===== src/rtl/uart_tx_fifo.sv =====
// -----------------------------------------------------------------------------
// uart_tx_fifo
//
// Byte FIFO sitting directly in front of the UART transmitter. Producers push
// bursts of bytes. The read side is first-word-fall-through: the head byte is
// presented on o_tx_data whenever o_tx_valid is high, and it is consumed on any
// edge where i_tx_rdy is also high.
//
// Ports:
//   i_clk          clock, all state changes on the rising edge
//   i_rst          synchronous, active-high reset (queue emptied, flags cleared)
//   i_wr_data      byte to enqueue
//   i_wr_valid     push request for i_wr_data
//   o_wr_rdy       FIFO can accept a push this cycle (not full)
//   o_tx_data      head-of-queue byte, meaningful while o_tx_valid
//   o_tx_valid     head entry present (not empty)
//   i_tx_rdy       transmitter takes the head byte this cycle
//   o_count        current occupancy, 0..DEPTH
//   o_empty        occupancy == 0
//   o_almost_full  occupancy >= ALMOST_FULL
//   o_overflow     sticky push-while-full flag
//
// Build option:
//   UART_TX_FIFO_OVERFLOW_EN  when defined, o_overflow is a sticky flag set by
//                             any push attempt while full and cleared only by
//                             i_rst. When undefined, o_overflow is tied to 0.
// -----------------------------------------------------------------------------
module uart_tx_fifo #(
    parameter int DEPTH       = 16,
    parameter int ALMOST_FULL = 12,
    parameter int PTR_SIZE    = $clog2(DEPTH)
) (
    input  logic                i_clk,
    input  logic                i_rst,
    input  logic [7:0]          i_wr_data,
    input  logic                i_wr_valid,
    output logic                o_wr_rdy,
    output logic [7:0]          o_tx_data,
    output logic                o_tx_valid,
    input  logic                i_tx_rdy,
    output logic [PTR_SIZE:0]   o_count,
    output logic                o_empty,
    output logic                o_almost_full,
    output logic                o_overflow
);

    localparam logic [PTR_SIZE:0] AF_LEVEL = (PTR_SIZE + 1)'(ALMOST_FULL);

    logic [7:0]        mem [DEPTH];
    logic [PTR_SIZE:0] wr_ptr;
    logic [PTR_SIZE:0] rd_ptr;
    logic [PTR_SIZE:0] count;
    logic              full;
    logic              empty;
    logic              push;
    logic              pop;

    // Pointers carry one extra wrap bit so full and empty are distinguishable
    // when the index bits match.
    assign empty = (wr_ptr == rd_ptr);
    assign full  = (wr_ptr[PTR_SIZE] != rd_ptr[PTR_SIZE]) &&
                   (wr_ptr[PTR_SIZE-1:0] == rd_ptr[PTR_SIZE-1:0]);
    assign count = wr_ptr - rd_ptr;

    // Flags come from registered pointers only, so a pop on the same edge as a
    // push-while-full does not let the push in; o_wr_rdy rises a cycle later.
    assign push = i_wr_valid && !full;
    assign pop  = i_tx_rdy && !empty;

    always_ff @(posedge i_clk) begin
        if (i_rst) begin
            wr_ptr <= '0;
            rd_ptr <= '0;
        end else begin
            if (push) begin
                wr_ptr <= wr_ptr + 1'b1;
            end
            if (pop) begin
                rd_ptr <= rd_ptr + 1'b1;
            end
        end
    end

    // Storage is deliberately not reset; only the pointers define contents.
    always_ff @(posedge i_clk) begin
        if (push && !i_rst) begin
            mem[wr_ptr[PTR_SIZE-1:0]] <= i_wr_data;
        end
    end

    assign o_tx_data     = mem[rd_ptr[PTR_SIZE-1:0]];
    assign o_tx_valid    = !empty;
    assign o_empty       = empty;
    assign o_wr_rdy      = !full;
    assign o_count       = count;
    assign o_almost_full = (count >= AF_LEVEL);

`ifdef UART_TX_FIFO_OVERFLOW_EN
    logic overflow;

    always_ff @(posedge i_clk) begin
        if (i_rst) begin
            overflow <= 1'b0;
        end else if (i_wr_valid && full) begin
            overflow <= 1'b1;
        end
    end

    assign o_overflow = overflow;
`else
    assign o_overflow = 1'b0;
`endif

endmodule


===== config.mk =====
export PLATFORM = sky130hd
export DESIGN_NAME = uart_tx_fifo
export DESIGN_NICKNAME = d
export VERILOG_FILES = /design/src/rtl/uart_tx_fifo.sv
export SDC_FILE = /design/constraint.sdc
export NUM_CORES = 1
export LEC_CHECK = 0
export ABC_AREA = 1
export CAP_MARGIN = 30
export CELL_PAD_IN_SITES_DETAIL_PLACEMENT = 0
export CELL_PAD_IN_SITES_GLOBAL_PLACEMENT = 1
export CORE_MARGIN = 5
export CORE_UTILIZATION = 47
export CTS_BUF_LIST = sky130_fd_sc_hd__clkbuf_4 sky130_fd_sc_hd__clkbuf_8 sky130_fd_sc_hd__clkbuf_16
export DETAILED_ROUTE_END_ITERATION = 8
export PLACE_DENSITY = 0.9
export REMOVE_ABC_BUFFERS = 1
export SLEW_MARGIN = 20
export SYNTH_ARGS = -nofsm -noshare
export SYNTH_HDL_FRONTEND = slang
export SYNTH_SLANG_ARGS = --single-unit

===== constraint.sdc =====
create_clock -name i_clk -period 3 [get_ports i_clk]
set_input_delay 0.45 -clock i_clk [delete_from_list [all_inputs] [get_ports i_clk]]
set_output_delay 0.45 -clock i_clk [all_outputs]
set_load 0.05 [all_outputs]

==> key figures <==
Floorplanning
  • Top Ports: 30
  • Chip width: 128 µm
  • Die ar.: 16300 µm²
  • Standard-cell row count: 43
  • Core area: 13700 µm²
  • Chip height: 128 µm
  • Starting Density: 47.4%

Clock tree
  • Hold_buf cts: 0
  • CTS tree: built
  • Reg clk slew, reported paths: 0.06 ns
  • CTS max path bufs: 2
  • Root Driver: clkbuf_16
  • Cts bufs inserted: 17
  • CTS Sinks: 142
  • Post-CTS Resized: 3
  • Clock Latency Late Sink: 0.41 ns
  • H-tree depth: 4
  • Setup bufs post-CTS: 0

Yosys
  • Area leader, netlist: edfxtp_1
  • Post-synth EDFFs: 128
  • Syn. warnings: 0
  • Mapped Cells: 662
  • Synth cell count leaders: nand2_1 (194), edfxtp_1 (128), inv_1 (113)
  • Seq/Total Area, Yosys: 63.4%
  • Fraction of registers with async set/reset: 0%
  • Area share of the largest cell type after synthesis: 59.1%
  • Primary FF master, synth: edfxtp_1
  • Post-Syn Area: 6500 µm²
  • Count leader, synth: nand2_1
  • Syn Area/Cell: 9.82 µm²
  • Synth top area cells: edfxtp_1 (59%), nand2_1 (11%), nand3_1 (8.4%)
  • Register bit total from synthesis: 142
  • Library cells used by synthesis: 30

Critical path
  • Worst Path Max Fanout: 6
  • Setup Crit Path Kind: reg -> out
  • Required @ worst endpoint: 2.55 ns
  • Crit path DAT: 2.44 ns
  • Setup crit end kind: output port
  • Startpoint Class: register

STA
  • Final Hold Viols: 0
  • RSZ-0062 raised after global routing: false
  • Final setup violating endpoints: 0
  • Min Tclk post-route: 2.89 ns
  • Final period utilization: 96.3%
  • F_max: 0.346 GHz
  • Setup Skew: 0.00513 ns
  • Slew headroom: 51.1%
  • Slew Viols, Final: 0
  • Actual slew at the worst max-slew pin: 0.731 ns

Cells and area
  • Post-Layout Cell Count: 895
  • # nets final: 724
  • Share of cells above drive strength 1: 11.5%
  • Post-route cell area: 7560 µm²
  • Post-layout util: 55.1%
  • Diode count: 0
  • Syn-to-layout area delta: 16.2%

Place
  • PortBufs: 28
  • Routability cong.: 0.872
  • Placed instance area: 7030 µm²
  • DPL Wire Length: 9180 µm
  • Placed cells: 863

Power
  • Pwr Density: 678 nW/µm²
  • Total leakage power: 3.28 nW
  • Max IR drop VDD: 442 µV

Routing
  • Pre-antenna DRT Iters: 5
  • Vias: 4506
  • Drt drc: 0
  • Initial DRC count: 458
  • Post-route ant nets: 0
  • Vias/cell: 5.03
  • Final wirelength: 14300 µm
  • Wirelength per Cell: 16.0 µm

Job
  • Maxcap violations: 0

GRT
  • Largest net degree at the start of global routing: 65
  • First-pass GRT wire length: 23200 µm
  • Vias in the first global route: 4487
  • Total GRT Usage: 18.6%
  • GR Overflow Total: 0
  • Initial antenna violation count: 0

Worst hold path
  • Hold WC Path Type: reg -> reg

Outcome
  • Outcome: complete, no violations
[per-stage QoR]
| stage | total power, mW | worst slack [ns] | hold slack [ns] | setup TNS [ns] |
|---|---|---|---|---|
| final | 5.12 | 0.112 | 0.541 | 0 |
| after global routing | 5.33 | 0.0123 | 0.591 | 0 |
| after CTS | 5.15 | 0.0978 | 0.541 | 0 |
| after detailed placement | 3.29 | 0.397 | 0.532 | 0 |
| after global placement | 3.27 | 0.441 | 0.530 | 0 |
| after floorplan | 2.94 | -0.217 | 0.486 | -1.61 |
[cell families after synthesis]
family | share of synthesized area, %
and+or+nand+nor | 24.0
buffers and inverters | 8.93
DFF | 63.4
AOI/OAI and AO/OA | 1.04
adders and majority gates | 2.04
xor gates and xnor gates | 0.539
other | 0.0577
[power breakdown]
part	leakage (nW)	internal, mW	total (mW)	switching, mW
sequential	1.27	2.18	2.20	0.0223
clock	0.271	1.13	1.88	0.752
combinational	1.74	0.301	1.04	0.735
total	3.28	3.61	5.12	1.51
[worst max-delay path, stage by stage, from the launching register on]
cell             delay, ns
dfxtp_1               0.36
inv_1                 0.14
ha_1                  0.16
inv_1                 0.06
fa_1                  0.50
clkdlybuf4s50_1       0.81
[placed cells by master (no fill, tap or decap), types with 2 or more instances in the layout]
cell             Yosys  routed
clkdlybuf4s50_1      0      15
inv_2                4       4
dfxtp_1             14      13
o21ai_0              3       3
nand2_2              2       2
clkbuf_16            0      17
buf_12               0       2
nand2_4              6       6
nand4_1              4       4
nor2_1              25      25
xor2_1               4       4
ha_1                 9       9
dlygate4sd2_1        0       3
clkinv_1             0       2
buf_4                3      29
inv_1              113     113
nand3_1            109     109
nand2_1            194     194
a21oi_1              6       6
clkinv_2             0       8
clkinv_4             0       2
edfxtp_1           128     128
a21oi_2              2       2
[path summary, 6_finish.rpt]
kind         startpoint    endpoint  slack, ns  cells past startpoint
min           wr_ptr[4]   wr_ptr[4]       0.54                      2
max reg2reg   wr_ptr[2]  mem[12][3]       0.67                      9
min reg2reg   wr_ptr[4]   wr_ptr[4]       0.54                      2
max           wr_ptr[0]  o_count[1]       0.11                      5
[flip-flops by register name (all words and copies together) (netlist names), named ones only]
signal and cells:
mem 128, rd_ptr 5, wr_ptr 5
[layout make-up]
cell class                 count  area [µm²]
tap                          180         225
inverter                     117         439
clock inverter                14         103
multi-input combinational    375        1800
fill                        1154        6160
clock buffer                  18         433
sequential                   142        4130
timing repair buffer          49         434
[metal layers]
metal	track usage [%]	vias to the layer above	wire, µm	part of all wire [%]
met4	7.18	0	370	2.6
met5	0	-	0	0
met1	24.2	2123	6090	43
li1	-	2210	-	-
met3	4.39	28	781	5.5
met2	30.3	145	7050	49
Note: power is estimated with default switching activity, not from simulation.
